[src/rtl/ap_mon_pkg.sv]
// Shared types and constants for the ap_ctrl_hs transaction recorder.
package ap_mon_pkg;

  typedef enum logic [1:0] {
    IDLE       = 2'd0,
    WAIT_READY = 2'd1,
    STOPPED    = 2'd2
  } mon_state_t;

  localparam int REC_TS_W = 32;

  typedef struct packed {
    logic [REC_TS_W-1:0] start_ts;
    logic [REC_TS_W-1:0] latency;
    logic [REC_TS_W-1:0] interval;
  } txn_rec_t;

  localparam int              DROP_W   = 16;
  localparam logic [DROP_W-1:0] DROP_MAX = '1;

endpackage

[src/rtl/txn_fifo.sv]
// First-word-fall-through FIFO; a push into a full FIFO is accepted when a pop happens in the same cycle.
module txn_fifo #(
  parameter int W     = 32,
  parameter int DEPTH = 4
) (
  input  logic         clock,
  input  logic         reset,
  input  logic         push,
  input  logic         pop,
  input  logic [W-1:0] din,
  output logic [W-1:0] dout,
  output logic         full,
  output logic         empty
);
  localparam int AW = $clog2(DEPTH);

  logic [W-1:0] mem [DEPTH];
  logic [AW:0]  wr_ptr, rd_ptr;
  logic         do_push, do_pop;

  // Extra pointer bit distinguishes full from empty when the addresses match.
  assign empty   = (wr_ptr == rd_ptr);
  assign full    = (wr_ptr[AW] != rd_ptr[AW]) && (wr_ptr[AW-1:0] == rd_ptr[AW-1:0]);
  assign do_pop  = pop && !empty;
  assign do_push = push && (!full || do_pop);
  assign dout    = mem[rd_ptr[AW-1:0]];

  always_ff @(posedge clock or posedge reset) begin
    if (reset) begin
      wr_ptr <= '0;
      rd_ptr <= '0;
    end else begin
      if (do_push) wr_ptr <= wr_ptr + (AW+1)'(1);
      if (do_pop)  rd_ptr <= rd_ptr + (AW+1)'(1);
    end
  end

  always_ff @(posedge clock) begin
    if (do_push) mem[wr_ptr[AW-1:0]] <= din;
  end

endmodule

[src/rtl/ap_ctrl_txn_recorder.sv]
// Passive ap_ctrl_hs monitor: timestamps starts, pairs them with completions and
// emits {start, latency, interval} records through an output FIFO.
module ap_ctrl_txn_recorder
  import ap_mon_pkg::*;
#(
  parameter int TS_W      = REC_TS_W,
  parameter int INFLIGHT  = 4,
  parameter int OUT_DEPTH = 8
) (
  input  logic              clock,
  input  logic              reset,
  input  logic              ap_start,
  input  logic              ap_ready,
  input  logic              ap_done,
  input  logic              ap_continue,
  input  logic              finish,
  output logic              rec_valid,
  input  logic              rec_ready,
  output logic [TS_W-1:0]   rec_start_ts,
  output logic [TS_W-1:0]   rec_latency,
  output logic [TS_W-1:0]   rec_interval,
  output logic [DROP_W-1:0] drop_cnt,
  output logic              start_ovf,
  output logic              orphan_done,
  output logic              drained
);
  localparam int REC_W = 3 * TS_W;

  mon_state_t       state, state_nxt;
  logic [TS_W-1:0]  ts, prev_s, sq_dout, new_lat, new_ivl;
  logic             have_prev;
  logic             start_ev, done_ev, sq_pop, sq_full, sq_empty;
  logic             of_pop, of_full, of_empty, drop_ev;
  logic [REC_W-1:0] of_din, of_dout;

  always_ff @(posedge clock or posedge reset) begin
    if (reset) ts <= '0;
    else       ts <= ts + TS_W'(1);
  end

  always_ff @(posedge clock or posedge reset) begin
    if (reset) state <= IDLE;
    else       state <= state_nxt;
  end

  // finish wins over everything, so no start is recorded in the finish cycle.
  always_comb begin
    state_nxt = state;
    start_ev  = 1'b0;
    if (finish) begin
      state_nxt = STOPPED;
    end else begin
      case (state)
        IDLE: begin
          if (ap_start) begin
            start_ev  = 1'b1;
            state_nxt = ap_ready ? IDLE : WAIT_READY;
          end
        end
        WAIT_READY: if (ap_ready) state_nxt = IDLE;
        default:    state_nxt = STOPPED;
      endcase
    end
  end

  assign done_ev = ap_done & ap_continue;
  assign sq_pop  = done_ev & ~sq_empty;

  txn_fifo #(.W(TS_W), .DEPTH(INFLIGHT)) start_q (
    .clock (clock),
    .reset (reset),
    .push  (start_ev),
    .pop   (sq_pop),
    .din   (ts),
    .dout  (sq_dout),
    .full  (sq_full),
    .empty (sq_empty)
  );

  assign new_lat = ts - sq_dout;
  assign new_ivl = have_prev ? (sq_dout - prev_s) : '0;
  assign of_din  = {sq_dout, new_lat, new_ivl};

  assign rec_valid = ~of_empty;
  assign of_pop    = rec_valid & rec_ready;
  assign drop_ev   = sq_pop & of_full & ~of_pop;

  txn_fifo #(.W(REC_W), .DEPTH(OUT_DEPTH)) out_q (
    .clock (clock),
    .reset (reset),
    .push  (sq_pop),
    .pop   (of_pop),
    .din   (of_din),
    .dout  (of_dout),
    .full  (of_full),
    .empty (of_empty)
  );

  // prev_s follows every built record, including ones later dropped at the output.
  always_ff @(posedge clock or posedge reset) begin
    if (reset) begin
      prev_s      <= '0;
      have_prev   <= 1'b0;
      drop_cnt    <= '0;
      start_ovf   <= 1'b0;
      orphan_done <= 1'b0;
    end else begin
      if (sq_pop) begin
        prev_s    <= sq_dout;
        have_prev <= 1'b1;
      end
      if (drop_ev && drop_cnt != DROP_MAX) drop_cnt <= drop_cnt + DROP_W'(1);
      if (start_ev && sq_full && !sq_pop)  start_ovf <= 1'b1;
      if (done_ev && sq_empty)             orphan_done <= 1'b1;
    end
  end

  always_comb begin
    rec_start_ts = '0;
    rec_latency  = '0;
    rec_interval = '0;
    if (rec_valid) begin
      rec_start_ts = of_dout[REC_W-1 -: TS_W];
      rec_latency  = of_dout[2*TS_W-1 -: TS_W];
      rec_interval = of_dout[TS_W-1:0];
    end
  end

  assign drained = (state == STOPPED) && sq_empty && of_empty;

endmodule

[config.mk]
export PLATFORM = sky130hd
export DESIGN_NAME = ap_ctrl_txn_recorder
export DESIGN_NICKNAME = d
export VERILOG_FILES = /design/src/rtl/ap_mon_pkg.sv /design/src/rtl/txn_fifo.sv /design/src/rtl/ap_ctrl_txn_recorder.sv
export SDC_FILE = /design/constraint.sdc
export NUM_CORES = 1
export LEC_CHECK = 0
export BUFFER_PORTS_ARGS = -buffer_cell sky130_fd_sc_hd__clkbuf_2
export CAP_MARGIN = 20
export CORE_MARGIN = 3
export CORE_UTILIZATION = 25
export CTS_CLUSTER_SIZE = 8
export DETAILED_ROUTE_END_ITERATION = 10
export HOLD_SLACK_MARGIN = 0.03
export SYNTH_ARGS = -nofsm -noshare
export SYNTH_HDL_FRONTEND = slang
export SYNTH_SLANG_ARGS = --single-unit
[constraint.sdc]
create_clock -name clock -period 17.9 [get_ports clock]
set_input_delay 3.58 -clock clock [delete_from_list [all_inputs] [get_ports clock]]
set_output_delay 3.58 -clock clock [all_outputs]
set_load 0.005 [all_outputs]
Yosys cells after proc, flatten, opt, wreduce, memory -nomap -nowiden
Memory sizes are Yosys's and may differ from the RTL's.
Cells that the tools add are included.
{ "classes": {"n_bitwise": 8, "reduce_logical": 21, "n_eq_ne": 11, "muxes": 16, "addsub": 8} }
{ "ops": {"columns": ["cell", "count"], "rows": [
  ["32-bit 2-to-1 mux", 4],
  ["32-bit subtractor", 2],
  ["32-bit by 1-bit adder with 32-bit output (second input constant)", 1],
  ["16-bit by 1-bit adder with 16-bit output (second input constant)", 1],
  ["16-bit inequality test (second input constant)", 1],
  ["1-bit logical AND", 12],
  ["4-bit by 1-bit adder with 4-bit output (second input constant)", 2],
  ["1-bit 2-to-1 mux", 8],
  ["3-bit by 1-bit adder with 3-bit output (second input constant)", 2],
  ["3-bit equality test", 2],
  ["2-bit 2-to-1 mux", 3],
  ["3-bit inequality test (second input constant)", 2],
  ["1-bit bitwise AND", 5],
  ["1-bit zero test", 5],
  ["4-bit equality test", 1],
  ["2-bit case mux with 2 select lines", 1],
  ["1-bit NOT", 3],
  ["2-bit by 1-bit equality test with 1-bit output (second input constant)", 1],
  ["2-bit equality test", 1],
  ["2-bit equality test (second input constant)", 1],
  ["2-bit zero test", 1],
  ["1-bit logical OR", 2],
  ["1-bit inequality test", 2],
  ["2-bit AND reduction", 1]
]} }
{ "word_totals": {"n_memories": 2, "register_bits": 99, "mem_bits_rw": 896, "elab_cells": 77, "input_bits": 8, "out_inout_bits": 116} }
{ "memory_table": {"columns": ["name", "words", "width", "read_ports", "rd_clocked_by_memory_dff", "write_ports", "line_no", "source"], "rows": [
  ["out_q.mem", 8, 96, 1, 0, 1, "txn_fifo.sv:17", "logic [W-1:0] mem [DEPTH];"],
  ["start_q.mem", 4, 32, 1, 0, 1, "txn_fifo.sv:17", null]
]} }

Depth between registers and ports, before layout
{ "depth": {"ltp_word": 8, "mapped_depth": 13, "depth_no_buf": 12} }

Modules after synthesis
A second synthesis with hierarchy kept.
{ "hier_totals": {"hier_cells": 2401, "hier_area_um2": 42499.5} }
{ "by_module_without_submodules": {"columns": ["mod", "cells_per_inst", "seq_area_each_um2", "n_inst", "area_each_um2"], "rows": [
  ["txn_fifo (out_q)", 1168, 23262.3, 1, 29356.9],
  ["ap_ctrl_txn_recorder", 1029, 2127.0, 1, 8071.5],
  ["txn_fifo (start_q)", 204, 3993.8, 1, 5071.1]
]} }

Worst setup path after synthesis
Ideal clock, no wire load.
{ "synth_path": {"path_kind": "input-to-reg", "from": "input ap_done", "to": "memory out_q.mem[0][0] in the netlist's numbering (enable)", "stages": 5, "setup_slack_ps": 6345, "required_time_ps": 17232, "arrival_ps": 10887, "path_buffers": 0, "setup_time_ps": 668, "cell_sequence": "nand2_1 -> a31oi_1 -> nor2b_1 -> nand2b_1 -> nor3_1"} }
{ "synth_via": {"elab_chain_len": 5} }
{ "synth_rtl": {"columns": ["item", "line_no", "source"], "rows": [
  ["start, declared", "ap_ctrl_txn_recorder.sv:14", "input logic ap_done,"],
  ["1-bit bitwise AND", "ap_ctrl_txn_recorder.sv:66", "assign done_ev = ap_done & ap_continue;"],
  ["1-bit bitwise AND", "ap_ctrl_txn_recorder.sv:67", "assign sq_pop = done_ev & ~sq_empty;"],
  ["1-bit logical AND", "txn_fifo.sv:25", "assign do_push = push && (!full || do_pop);"],
  ["1-bit 2-to-1 mux", "txn_fifo.sv:39", "if (do_push) mem[wr_ptr[AW-1:0]] <= din;"],
  ["1-bit 2-to-1 mux (not written as such)", "txn_fifo.sv:39", null],
  ["end, declared", "txn_fifo.sv:17", null]
]} }
No other way between the ends.

Worst setup path in the final report
{ "layout_path": {"from": "register out_q.rd_ptr[0]", "to": "output rec_latency[24]"} }
{ "layout_via": {"elab_chain_len": 2, "word_cells_on_any_way": 3, "cone_classes": "eq/ne (1); mux (1); memory (1)"} }
{ "layout_rtl": {"columns": ["item", "line_no", "source"], "rows": [
  ["start, declared", "txn_fifo.sv:18", "logic [AW:0] wr_ptr, rd_ptr;"],
  ["start signal, assigned", "txn_fifo.sv:34", "if (do_pop) rd_ptr <= rd_ptr + (AW+1)'(1);"],
  ["memory 8 x 96 bit or 4-bit equality test (tied branches)", null, null],
  ["32-bit 2-to-1 mux *", "ap_ctrl_txn_recorder.sv:122", "if (rec_valid) begin"],
  ["end, declared", "ap_ctrl_txn_recorder.sv:20", "output logic [TS_W-1:0] rec_latency,"]
]} }
Every way passes the cells marked *; elsewhere a longest branch is shown, timed or not.

==> results.cfg <==
[run_status]
status = completed

[flow_run]
maxCapViolations = 0

[logic_synthesis]
yosysTopAreaCell = edfxtp_1
synth_edf_count = 896
syn_area_per_cell_sq_um = 17.89
synthDistinctLibCells = 60
yosys-top-cells-count = edfxtp_1, mux4_2, nor2_1
yosys.cell_count.top_type = edfxtp_1
synth_area_sq_um = 41440
syn_inst = 2317
ys_ff_latch = 995
ys_async_sr_fraction_pct = 9.950
synth_flop_cell = edfxtp_1
synth.area.top_cells = edfxtp_1, mux4_2, dfrtp_1
synth_top_area_share_pct = 64.93
syn-num-nets = 2406
ys_warn_count = 0
yosysSeqAreaShare_pct = 70.90

[sta]
relSlewSlack_pct = 23.98
setup-tns-final_ns = 0
fin_skew_ns = 0.02538
tightest_slew_ns = 1.132
worst_slack_ns = 9.196
whs_ns = 0.4759
maxSlewViolCount = 0
final-setup-viol-count = 0
finalHoldViolations = 0
fin_crit_sh_pct = 48.63
rsz0062_at_grt = false
max_freq_mhz = 114.9
fin_crit_ns = 8.704

[finish]
nNetsFinal = 2615
final_cells = 4773
area_growth_pct = 18.17
final_layout_size_suffix_gt1_share_pct = 22.13
fillers = 16080
antenna_cells = 0

[hold_path]
hold_start = start_ovf
hold_end = start_ovf
min-delay-path-class = flop to flop
whs_path_depth = 1

[clock_network]
htreeDepth = 4
clock-sinks = 995
worstSkewPairLatency_ns = 0.75
cts_hold_buffers = 0
cts_buffers = 144
clockBufferDepth = 3
cts_setup_buffers = 0
clkTransAtPathRegs_ns = 0.05
cts_root_buf = clkbuf_16
post_cts_resized = 0
cts_tree = yes

[power_and_ir_drop]
swShare_pct = 31.33
p_switching_w = 0.002463
powerDensity_nw_per_um2 = 160.5
power_frac_comb_pct = 29.1
internal_power_w = 0.005399
p_leak_nw = 17.21
irDropWorstVdd_mv = 0.1287
p_clk_share_pct = 31.8
power_w = 0.007862
seq_power_share_pct = 39.1

[place]
place_hpwl_um = 60010
place_inst = 4554
portBuffers = 123
dpl_worst_slack_ns = 9.776
gp_congestion = 0.7994

[setup_path]
cp-end-kind = output pin
critical_path.most_common_cell = buf_4
crit_slowest_cell = dfrtp_4
path_buf_inv = 4
crit_fanout = 50
critPathLaunchType = flop
r2r_start = start_q.rd_ptr[0]
arrival_ns = 5.12
worstPathCellList = buf_4 -> buf_4 -> buf_4 -> mux4_2 -> mux2i_1 -> nor2_1 -> clkbuf_2
reg2reg_depth = 12
crit_type = flop to output pin
cpPeakStageDelay_ns = 0.89
crit_required_ns = 14.32
r2r_slack_ns = 12.42
path_delay_family = buffers and inverters
reg2reg_to = out_q.mem[7][60]

[floorplanning]
die_area_sq_um = 170700
die_w_um = 413.1
io_pins = 124
chipHeight_um = 413.1
core_sq_um = 163700
fp-row-count = 148
initial_core_util_pct = 25.32

[route]
drt-pass1-iter-count = 5
route.detailed.drc = 0
viasPerCell = 4.459
wirelength_um = 98490
drtAntennaViolNets = 0
drtIter0Drc = 1636
routedWlPerCell_um = 20.64
vias = 21280

[global_routing]
antenna_found_initial = 0
overflow = 0
grt_util_met1_pct = 15.02
grt.busiest_layer = met2
grt_usage_pct = 11.58
grtUsageMet2_pct = 19.44
grt_pass1_wl_um = 147900
grt_max_degree = 148
met3_usage_pct = 2.343
first_global_vias = 22270
## cells by family (layout without fill, tap and decap cells)
| family | count (synthesis) | count (layout) | share of synthesized area (%) |
|---|---|---|---|
| DFF | 995 | 995 | 70.90 |
| and+or+nand+nor | 392 | 392 | 4.408 |
| muxes | 326 | 326 | 14.66 |
| AOI/OAI and AO/OA | 229 | 229 | 3.448 |
| buffers and inverters | 175 | 456 | 1.588 |
| xor gates and xnor gates | 119 | 119 | 2.515 |
| adders and majority gates | 81 | 81 | 2.482 |
## through the flow
stage | utilization (%) | instance area [sq um]
4_1_cts | 29.91 | 48960
2_1_floorplan | - | 41440
6_report | 29.92 | 48970
3_3_place_gp | 27.36 | 44780
5_1_grt | 29.92 | 48970
3_5_place_dp | 27.36 | 44780
## power groups by stage
stage               sequential [W]  clock [W]  combinational, W
floorplan                  0.00304          0           0.00152
global placement           0.00311          0           0.00238
global route               0.00309    0.00266           0.00254
detailed placement         0.00312          0           0.00239
CTS                        0.00308    0.00256           0.00240
finish                     0.00307    0.00250           0.00229
## area by class of cell
type,instances,area (sq um),area share [%]
Timing Repair Buffer,159,903.4,1.845
Clock buffer,201,3849,7.859
Multi-Input combinational cell,1147,11480,23.44
Inverter,79,299.0,0.6106
Clock inverter,17,326.6,0.6668
Tap cell,2175,2721,5.557
Sequential cell,995,29400,60.03
## layout by cell type, fill, tap and decap left out, types with 38 or more instances in the layout
cell type	instances
dfrtp_1	95
nor2_1	133
clkbuf_2	123
xor2_1	38
mux4_2	224
ha_1	79
a21oi_1	62
nand2_1	104
inv_1	78
edfxtp_1	896
o21ai_0	63
clkbuf_16	145
clkbuf_1	55
mux2i_1	96
xnor2_1	81
## per-layer routing
| metal | vias to the layer above | routed length (um) |
|---|---|---|
| met1 | 11140 | 42590 |
| met3 | 132 | 4408 |
| met4 | 0 | 2237 |
| met5 | - | 0 |
| li1 | 9497 | - |
| met2 | 514 | 49260 |
## how the worst max path moves through the flow
stage / startpoint / endpoint / cells after the start / slack [ns]
after floorplan: ap_done / out_q.mem[0][0] / 5 / 6.35
after global placement: out_q.rd_ptr[0] / rec_latency[22] / 7 / 9.79
after detailed placement: out_q.rd_ptr[0] / rec_latency[24] / 7 / 9.78
after CTS: out_q.rd_ptr[0] / rec_latency[24] / 7 / 8.93
after global routing: out_q.rd_ptr[0] / rec_latency[22] / 7 / 8.60
final: out_q.rd_ptr[0] / rec_latency[24] / 7 / 9.20
## state kept, by name, summed over array words and instances (netlist names)
name / flops
start_q.rd_ptr: 3
have_prev: 1
out_q.mem: 768
prev_s: 32
start_q.wr_ptr: 3
ts: 32
drop_cnt: 16
start_ovf: 1
out_q.rd_ptr: 4
start_q.mem: 128
out_q.wr_ptr: 4
state: 2
orphan_done: 1
(Power assumes the default switching activity.)
